===== src/rtl/dtm_dmi_bridge.sv =====
// dtm_dmi_bridge: DTM register bank (IDCODE/DTMCS/DMI) driving a DMI master with one outstanding request.
module dtm_dmi_bridge #(
  parameter int ABITS = 7,
  parameter int DATA_W = 32,
  parameter int IR_W = 5,
  parameter logic [2:0] IDLE_HINT = 3'd2,
  parameter logic [31:0] IDCODE = 32'h1000_1003,
  parameter int RSP_TIMEOUT = 255,
  localparam int DMI_W = ABITS + DATA_W + 2
) (
  input  logic              dtm_clk,
  input  logic              rst_n,
  input  logic              wr_en,
  input  logic [DMI_W-1:0]  wr_data,
  output logic              wr_rdy,
  input  logic              capture_en,
  input  logic [IR_W-1:0]   capture_addr,
  output logic [DMI_W-1:0]  capture_data,
  output logic              dmi_req_vld,
  input  logic              dmi_req_rdy,
  output logic [ABITS-1:0]  dmi_req_addr,
  output logic [DATA_W-1:0] dmi_req_data,
  output logic [1:0]        dmi_req_op,
  input  logic              dmi_rsp_vld,
  output logic              dmi_rsp_rdy,
  input  logic [DATA_W-1:0] dmi_rsp_data,
  input  logic [1:0]        dmi_rsp_op
);
  typedef enum logic [1:0] {IDLE, REQ, WAIT} state_e;
  localparam logic [IR_W-1:0] IR_IDCODE = IR_W'(8'h01);
  localparam logic [IR_W-1:0] IR_DTMCS = IR_W'(8'h10);
  localparam logic [IR_W-1:0] IR_DMI = IR_W'(8'h11);
  localparam int CW = RSP_TIMEOUT > 0 ? $clog2(RSP_TIMEOUT + 1) : 1;
  localparam logic [CW-1:0] CNT_LAST = RSP_TIMEOUT > 0 ? CW'(RSP_TIMEOUT - 1) : '0;
  localparam logic [CW-1:0] CNT_MAX = CW'(RSP_TIMEOUT);
  localparam logic [5:0] ABITS_F = 6'(ABITS);
  state_e state_q, state_d;
  logic [1:0] dmistat_q, dmistat_d, op_q, op_d, wr_op, op_field;
  logic [ABITS-1:0] addr_q, addr_d;
  logic [DATA_W-1:0] data_q, data_d, rd_data_q, rd_data_d;
  logic [CW-1:0] cnt_q, cnt_d;
  logic [31:0] dtmcs;
  logic ir_dmi, ir_cs, upd_dmi, upd_cs, hard, clr, start, busy_ev, rsp_done, timeout, fail_ev;
  assign ir_dmi = capture_addr == IR_DMI;
  assign ir_cs = capture_addr == IR_DTMCS;
  assign upd_dmi = wr_en && ir_dmi;
  assign upd_cs = wr_en && ir_cs;
  assign hard = upd_cs && wr_data[17];
  assign clr = upd_cs && wr_data[16];
  assign wr_op = wr_data[1:0];
  assign start = upd_dmi && dmistat_q == 2'd0 && state_q == IDLE && (wr_op == 2'd1 || wr_op == 2'd2);
  assign busy_ev = (upd_dmi || (capture_en && ir_dmi)) && state_q != IDLE;
  assign rsp_done = state_q == WAIT && dmi_rsp_vld;
  assign timeout = RSP_TIMEOUT > 0 && state_q == WAIT && !dmi_rsp_vld && cnt_q == CNT_LAST;
  assign fail_ev = (rsp_done && dmi_rsp_op != 2'd0) || timeout;
  always_comb begin
    state_d = state_q;
    addr_d = addr_q;
    data_d = data_q;
    op_d = op_q;
    rd_data_d = rd_data_q;
    cnt_d = cnt_q == CNT_MAX ? cnt_q : cnt_q + CW'(1);
    if (start) begin
      state_d = REQ;
      addr_d = wr_data[DMI_W-1:DATA_W+2];
      data_d = wr_data[DATA_W+1:2];
      op_d = wr_op;
    end
    if (state_q == REQ && dmi_req_rdy) begin
      state_d = WAIT;
      cnt_d = '0;
    end
    if (rsp_done) begin
      state_d = IDLE;
      rd_data_d = dmi_rsp_data;
    end
    if (timeout) state_d = IDLE;
    // hardreset abandons the transaction, including a response landing this cycle
    if (hard) begin
      state_d = IDLE;
      rd_data_d = rd_data_q;
    end
    dmistat_d = (hard || clr) ? 2'd0 : dmistat_q != 2'd0 ? dmistat_q :
                fail_ev ? 2'd2 : busy_ev ? 2'd3 : 2'd0;
  end
  always_ff @(posedge dtm_clk) begin
    if (!rst_n) begin
      state_q <= IDLE;
      dmistat_q <= '0;
      addr_q <= '0;
      data_q <= '0;
      op_q <= '0;
      rd_data_q <= '0;
      cnt_q <= '0;
    end else begin
      state_q <= state_d;
      dmistat_q <= dmistat_d;
      addr_q <= addr_d;
      data_q <= data_d;
      op_q <= op_d;
      rd_data_q <= rd_data_d;
      cnt_q <= cnt_d;
    end
  end
  assign wr_rdy = 1'b1;
  assign dmi_rsp_rdy = 1'b1;
  assign dmi_req_vld = state_q == REQ;
  assign dmi_req_addr = addr_q;
  assign dmi_req_data = data_q;
  assign dmi_req_op = op_q;
  assign op_field = dmistat_q != 2'd0 ? dmistat_q : state_q != IDLE ? 2'd3 : 2'd0;
  assign dtmcs = {14'd0, 2'd0, 1'b0, IDLE_HINT, dmistat_q, ABITS_F, 4'd1};
  assign capture_data = ir_dmi ? {addr_q, rd_data_q, op_field} :
                        capture_addr == IR_IDCODE ? DMI_W'(IDCODE) :
                        ir_cs ? DMI_W'(dtmcs) : '0;
endmodule

===== config.mk =====
export PLATFORM = sky130hd
export DESIGN_NAME = dtm_dmi_bridge
export DESIGN_NICKNAME = d
export VERILOG_FILES = /design/src/rtl/dtm_dmi_bridge.sv
export SDC_FILE = /design/constraint.sdc
export NUM_CORES = 1
export LEC_CHECK = 0
export ABC_AREA = 1
export CELL_PAD_IN_SITES_DETAIL_PLACEMENT = 0
export CELL_PAD_IN_SITES_GLOBAL_PLACEMENT = 1
export CORE_MARGIN = 3
export CORE_UTILIZATION = 26
export CTS_CLUSTER_SIZE = 14
export DETAILED_ROUTE_END_ITERATION = 7
export HOLD_SLACK_MARGIN = 0.08
export PLACE_DENSITY = 0.82
export SLEW_MARGIN = 20
export SYNTH_ARGS = -nofsm -noshare
export SYNTH_HDL_FRONTEND = slang
export SYNTH_SLANG_ARGS = --single-unit
export TNS_END_PERCENT = 10

===== constraint.sdc =====
create_clock -name dtm_clk -period 1.45 [get_ports dtm_clk]
set_clock_uncertainty 0.2 [all_clocks]
set_input_delay 0.29 -clock dtm_clk [delete_from_list [all_inputs] [get_ports dtm_clk]]
set_output_delay 0.29 -clock dtm_clk [all_outputs]
set_load 0.02 [all_outputs]

==> results of run 1 <==
worst max-delay path, cell delays in order:
cell	delay (ns)
buf_8	0.10
nor2_4	0.13
nand4_4	0.11
buf_12	0.18
buf_12	0.12
buf_16	0.15
nor2_4	0.09
buf_6	0.12
metrics by stage:
step | instances | cell area, um2 | hold WS (ns) | setup slack [ns]
6_report | 961 | 7070 | 0.129 | -0.340
5_1_grt | 961 | 7070 | 0.158 | -0.397
4_1_cts | 955 | 6860 | 0.125 | -0.372
3_5_place_dp | 928 | 6120 | 0.266 | -1.13
3_3_place_gp | 928 | 6120 | 0.261 | -1.08
2_1_floorplan | 547 | 3910 | 0.218 | -0.0716
sequential cells by signal, summed over array words and instances (netlist names):
| register | flops |
|---|---|
| dmi_req_addr | 7 |
| cnt_q | 8 |
| state_q | 2 |
| rd_data_q | 32 |
| dmi_req_data | 32 |
| dmistat_q | 2 |
| dmi_req_op | 2 |
cell type report:
type,count,area [um2]
fill,1365,7030
timing repair buffer,248,2430
multi-input combinational,380,2170
sequential,85,1720
clock buffer,13,270
tap,180,225
inverter,54,223
clock inverter,1,30.0
cell families (layout without fill, tap and decap cells):
group           count (synthesis)  count (layout)  synth area share, %
compound gates                 67              67                 9.40
xor+xnor                        4               4                0.921
fa+ha+maj                       2               2                0.657
buf+inv                        82             316                 10.7
flops                          85              85                 44.7
other cells                     1               2               0.0985
simple gates                  305             305                 33.5
repair_timing:
action / CTS / global route
setup endpoints to repair: 165 / 152
setup buffers: 9 / 2
pin swaps: 11 / 25
cloned: 3 / 7
hold buffers: 1 / 0
gates resized for setup: 501 / 112
hold endpoints to repair: 1 / 0
layout by cell type, fill, tap and decap left out, drive strengths merged, types with 8 or more instances in the layout:
| cell | Yosys | layout |
|---|---|---|
| nor2 | 186 | 186 |
| buf | 16 | 162 |
| nand2 | 94 | 94 |
| dfxtp | 85 | 85 |
| clkdlybuf4s50 | 0 | 79 |
| inv | 53 | 52 |
| o21ai | 49 | 49 |
| nand3 | 21 | 21 |
| clkbuf | 12 | 18 |
| a21boi | 8 | 8 |
| a21oi | 8 | 8 |
worst max path at each step:
stage / startpoint / endpoint / slack, ns / depth (start not counted)
after global placement: capture_addr[3] / capture_data[0] / -1.08 / 7
after global routing: dmistat_q[1] / capture_data[1] / -0.40 / 6
final: capture_addr[3] / capture_data[17] / -0.34 / 8
after floorplan: capture_addr[3] / capture_data[10] / -0.07 / 5
after detailed placement: capture_addr[3] / capture_data[0] / -1.13 / 7
after CTS: dmistat_q[0] / capture_data[1] / -0.37 / 6
power by group:
part           total [mW]  switching [mW]  internal [mW]  leakage (nW)
combinational       0.589           0.250          0.338          2.27
sequential           2.37          0.0171           2.36         0.691
clock                2.34           0.885           1.46         0.148
layer usage:
metal	wire length (um)	share of wire, %	vias up
li1	-	-	2133
met1	5590	41	1924
met2	6950	51	114
met3	807	6.0	13
met4	170	1.3	0
met5	0	0	-
==> results.py, run 1 <==
metrics = {
    "run_status": {
        "status": "complete, but fails checks",
        "violations": "setup timing",
    },
    "worst_setup_path": {
        "cp-end-kind": "primary output",
        "worst_r2r_endpoint": "dmi_req_data[24]",
        "crit_fanout": 8,
        "critPathKind": "primary input to primary output",
        "rr_worst_depth": 8,
        "worstPathArrival_ns": 1.30,
        "r2r-start": "state_q[0]",
        "critPathLaunchType": "primary input",
        "required_ns": 0.96,
        "ff2ff_setup_slack_ns": -0.28,
    },
    "clocking": {
        "max-clock-path-buffers": 2,
        "clock-sinks": 85,
        "cts-root-buf": "clkbuf_16",
        "worstSkewPairLatency_ns": 0.34,
        "cts_tree": "done",
        "cts_buffers": 9,
        "htreeDepth": 3,
        "path_clk_slew_ns": 0.06,
    },
    "global_routing": {
        "grt_usage_pct": 15.3,
        "busiest_layer": "met2",
        "grt_pass1_wl_um": 20000,
        "antenna_found_initial": 0,
        "grt_pass1_vias": 4197,
        "grt_use_met3_pct": 4.31,
        "grt_start_max_net_pins": 40,
        "grt_util_met1_pct": 17.7,
        "grt_overflow": 0,
        "met2_usage_pct": 27.2,
    },
    "power": {
        "peakVddDrop_uv": 446,
        "total_power_mw": 5.31,
        "total_leakage_power_nw": 3.10,
        "powerDensity_mw_per_mm2": 750,
    },
    "detailed_routing": {
        "routed_wl_um": 13500,
        "via_count": 4184,
        "dr.pass1.iters": 4,
        "drt_iter0_markers": 128,
        "drc": 0,
        "drtAntennaViolNets": 0,
        "vias_per_cell": 4.35,
        "wl_per_cell_um": 14.1,
    },
    "yosys": {
        "yosysUniqueCellTypes": 33,
        "ys_async_sr_fraction_pct": 0,
        "yosysWarnings": 0,
        "synth.top_cells.by_count": "173 x nor2_1, 91 x nand2_1, 85 x dfxtp_1",
        "synth-seq-cells": 85,
        "yosysMostFrequentCell": "nor2_1",
        "yosys.area.top_type_share_pct": 44.7,
        "synthCells": 546,
        "synth.area.top_cells": "dfxtp_1 45%, nor2_1 17%, nand2_1 9.0%, o21ai_0 5.5%, inv_1 5.1%",
        "syn-cell-area_mm2": 0.00381,
        "synth_top_area_cell": "dfxtp_1",
        "ys_seq_area_share_pct": 44.7,
        "synthFlopType": "dfxtp_1",
        "synth_edf_count": 0,
        "syn_avg_cell_area_um2": 6.97,
    },
    "floorplan": {
        "placementRows": 43,
        "boundaryPins": 171,
        "dieArea_mm2": 0.0161,
        "initial_core_util_pct": 27.0,
        "fp.dieH_um": 127,
        "die_w_um": 127,
        "core_mm2": 0.0141,
    },
    "cells_and_area": {
        "final_util_pct": 50.2,
        "insertedDiodeCount": 0,
        "nets": 866,
        "syn2layout_area_growth_pct": 85.8,
        "drive_above_1_share_pct": 39.1,
    },
    "timing": {
        "finalHoldViolCount": 0,
        "finalSetupViolations": 117,
        "fmaxAchievable_ghz": 0.559,
        "setup_ws_ns": -0.340,
        "period_share_pct": 123,
        "min_period_ns": 1.79,
        "slew_viol_final": 0,
        "fin_setup_tns_ns": -21.64,
        "rsz0062_at_grt": "true",
    },
    "placement": {
        "port_buffers": 168,
        "post-dp-hpwl_um": 8930,
        "place_congestion": 0.810,
    },
    "job": {
        "max_cap_violations": 0,
    },
    "min_path": {
        "hold_path_depth": 3,
        "hold_path.startpoint": "rst_n",
        "hold_path.class": "primary input to register",
        "hold_end": "dmi_req_op[0]",
    },
}
Note: power is estimated with default switching activity, not from simulation.
==> inputs of run 2 (changes only) <==
ABC_AREA = 0   (was 1)
CORE_UTILIZATION = 27   (was 26)
==> run 2 against run 1 <==
Against the previous run: the flow still finishes with violations (setup timing); clock power shrank 3%; global-route usage grew 0.65 points; cell count shrank 16%; worst hold slack gained 0.032 ns; sequential power is essentially flat; routed wire length shrank 6.8%; utilization grew 0.93 points; first-iteration DRC count grew 2.3%; via count shrank 12%; worst setup slack lost 0.13 ns; critical endpoint is now capture_data[18].
==> results.py, run 2 <==
metrics = {
    "yosys": {
        "yosysMostFrequentCell": "dfxtp_1",
        "ys_seq_area_share_pct": 45.6,
        "yosysWarnings": 0,
        "synthCells": 410,
        "synth-seq-cells": 85,
        "synth_top_area_cell": "dfxtp_1",
        "synthFlopType": "dfxtp_1",
        "synth.area.top_cells": "dfxtp_1 46%, mux2i_1 12%, nand2_1 7.3%, nor2b_1 7.2%, a21boi_0 6.4%",
        "synth.top_cells.by_count": "85 x dfxtp_1, 73 x nand2_1, 44 x mux2i_1",
        "ys_async_sr_fraction_pct": 0,
        "synth_edf_count": 0,
        "yosys.area.top_type_share_pct": 45.6,
        "yosysUniqueCellTypes": 38,
        "syn_avg_cell_area_um2": 9.09,
        "syn-cell-area_mm2": 0.00373,
    },
    "worst_setup_path": {
        "required_ns": 0.96,
        "critPathLaunchType": "primary input",
        "crit_fanout": 7,
        "cp-end-kind": "primary output",
        "endpoint": "capture_data[18]",
        "worst_r2r_endpoint": "dmi_req_addr[3]",
        "max_stage_delay_ns": 0.33,
        "ff2ff_setup_slack_ns": -0.38,
        "crit_chain": "buf_8, nor4b_4, buf_6, buf_8, buf_16, and3_4, buf_6",
        "crit_start": "capture_addr[3]",
        "critPathKind": "primary input to primary output",
        "worst_path_max_delay_cell": "nor4b_4",
        "r2r-start": "dmistat_q[1]",
        "rr_worst_depth": 8,
        "worstPathArrival_ns": 1.43,
    },
    "clocking": {
        "ctsHoldBuffers": 0,
        "clock-sinks": 85,
        "cts-root-buf": "clkbuf_16",
        "htreeDepth": 3,
        "cts_tree": "done",
        "cts_buffers": 9,
        "path_clk_slew_ns": 0.06,
        "worstSkewPairLatency_ns": 0.33,
        "max-clock-path-buffers": 2,
    },
    "timing": {
        "hold_ws_ns": 0.161,
        "period_share_pct": 132,
        "finalSetupViolations": 120,
        "rsz0062_at_grt": "true",
        "min_period_ns": 1.92,
        "fmaxAchievable_ghz": 0.522,
        "setup_ws_ns": -0.467,
        "slew_viol_final": 0,
        "finalHoldViolCount": 0,
    },
    "power": {
        "total_leakage_power_nw": 2.99,
        "peakVddDrop_uv": 562,
        "powerDensity_mw_per_mm2": 765,
    },
    "global_routing": {
        "grt_overflow": 0,
        "grt_usage_pct": 16.0,
        "grt_pass1_vias": 3616,
        "antenna_found_initial": 0,
        "grt_start_max_net_pins": 49,
        "grt_pass1_wl_um": 18800,
    },
    "placement": {
        "place_congestion": 0.785,
        "place_area_mm2": 0.00612,
        "post-dp-hpwl_um": 8450,
        "port_buffers": 168,
    },
    "floorplan": {
        "initial_core_util_pct": 27.9,
        "die_w_um": 124,
        "fp.dieH_um": 124,
        "boundaryPins": 171,
        "placementRows": 42,
        "core_mm2": 0.0133,
        "dieArea_mm2": 0.0153,
    },
    "cells_and_area": {
        "drive_above_1_share_pct": 39.0,
        "finalInstanceArea_mm2": 0.00682,
        "insertedDiodeCount": 0,
        "final_cell_mix": "79 x clkdlybuf4s50_1, 76 x dfxtp_1, 65 x nand2_1, 55 x buf_6, 43 x buf_4",
        "nets": 717,
        "final_util_pct": 51.1,
        "syn2layout_area_growth_pct": 82.9,
        "layout_commonest_cell": "clkdlybuf4s50_1",
    },
    "detailed_routing": {
        "dr.pass1.iters": 4,
        "via_count": 3697,
        "drc": 0,
        "drt_iter0_markers": 131,
        "routed_wl_um": 12600,
        "vias_per_cell": 4.56,
        "drtAntennaViolNets": 0,
        "wl_per_cell_um": 15.6,
    },
    "min_path": {
        "hold_path.class": "primary input to register",
        "hold_path_depth": 4,
    },
    "run_status": {
        "violations": "setup timing",
        "status": "complete, but fails checks",
    },
    "job": {
        "max_cap_violations": 0,
    },
}
-- run 2: cell count changes in the layout (fill, tap and decap cells not counted), moves of 23 or more --
cell / delta
inv_1: -39
nor2b_1: +42
o21ai_1: -23
and3_4: +32
nor2_1: -115
nor2_4: -35
nor2_2: -25
mux2i_1: +42
-- run 2: worst min path at each step --
stage,slack (ns),startpoint,end
5_1_grt,0.16,rst_n,state_q[0]
3_3_place_gp,0.25,rd_data_q[27],rd_data_q[27]
3_5_place_dp,0.26,rd_data_q[28],rd_data_q[28]
2_1_floorplan,0.18,dmi_req_rdy,state_q[0]
6_report,0.16,rst_n,state_q[1]
4_1_cts,0.14,rst_n,state_q[0]
-- run 2: area by class of cell --
class	count	area (um2)
fill	1244	6530
timing repair buffer	236	2360
multi-input combinational	289	2200
sequential	85	1710
clock buffer	11	243
tap	176	220
clock inverter	5	50.0
inverter	8	33.8
-- run 2: power by group --
| group | leakage, nW | internal (mW) | switching [mW] |
|---|---|---|---|
| combinational | 2.15 | 0.369 | 0.210 |
| sequential | 0.689 | 2.35 | 0.00767 |
| clock | 0.149 | 1.37 | 0.910 |
| total | 2.99 | 4.09 | 1.13 |
-- run 2: through the flow --
step | TNS, ns | total power, mW | worst slack, ns | instances
3_5_place_dp | -127.24 | 2.92 | -1.22 | 778
4_1_cts | -37.88 | 5.28 | -0.420 | 807
6_report | -40.48 | 5.22 | -0.467 | 810
3_3_place_gp | -123.51 | 2.92 | -1.20 | 778
2_1_floorplan | -26.96 | 2.56 | -0.319 | 411
5_1_grt | -49.84 | 5.43 | -0.511 | 810
-- run 2: kinds of logic (layout without fill, tap and decap cells) --
family | after synthesis | count (layout) | share of synthesized area [%]
flip-flops | 85 | 85 | 45.6
multiplexers | 44 | 44 | 11.8
buffers and inverters | 37 | 260 | 4.36
XOR/XNOR | 5 | 5 | 1.17
AO/OA/AOI/OAI | 59 | 59 | 11.3
other | 1 | 2 | 0.101
AND/OR/NAND/NOR | 177 | 177 | 24.9
adder cells (fa/ha/maj) | 2 | 2 | 0.671
-- run 2: worst max-delay path, delay by kind of cell --
kind	cells	cell delay [ns]
AND/OR/NAND/NOR	2	0.51
buffers and inverters	5	0.62
-- run 2: per-layer routing --
layer / up-vias / GRT usage (%) / part of all wire [%]
met5: - / 0 / 0
met4: 0 / 5.95 / 2.2
met3: 20 / 3.34 / 4.9
met2: 97 / 28.3 / 52
met1: 1748 / 18.9 / 41
li1: 1832 / - / -
-- run 2: timing repair --
item | 4_1_cts | 5_1_grt
setup endpoints to repair | 168 | 155
buffers inserted | 8 | 2
resized for setup | 478 | 69
pin swaps | 33 | 36
hold endpoints to repair | 0 | 0
cloned | 6 | 1
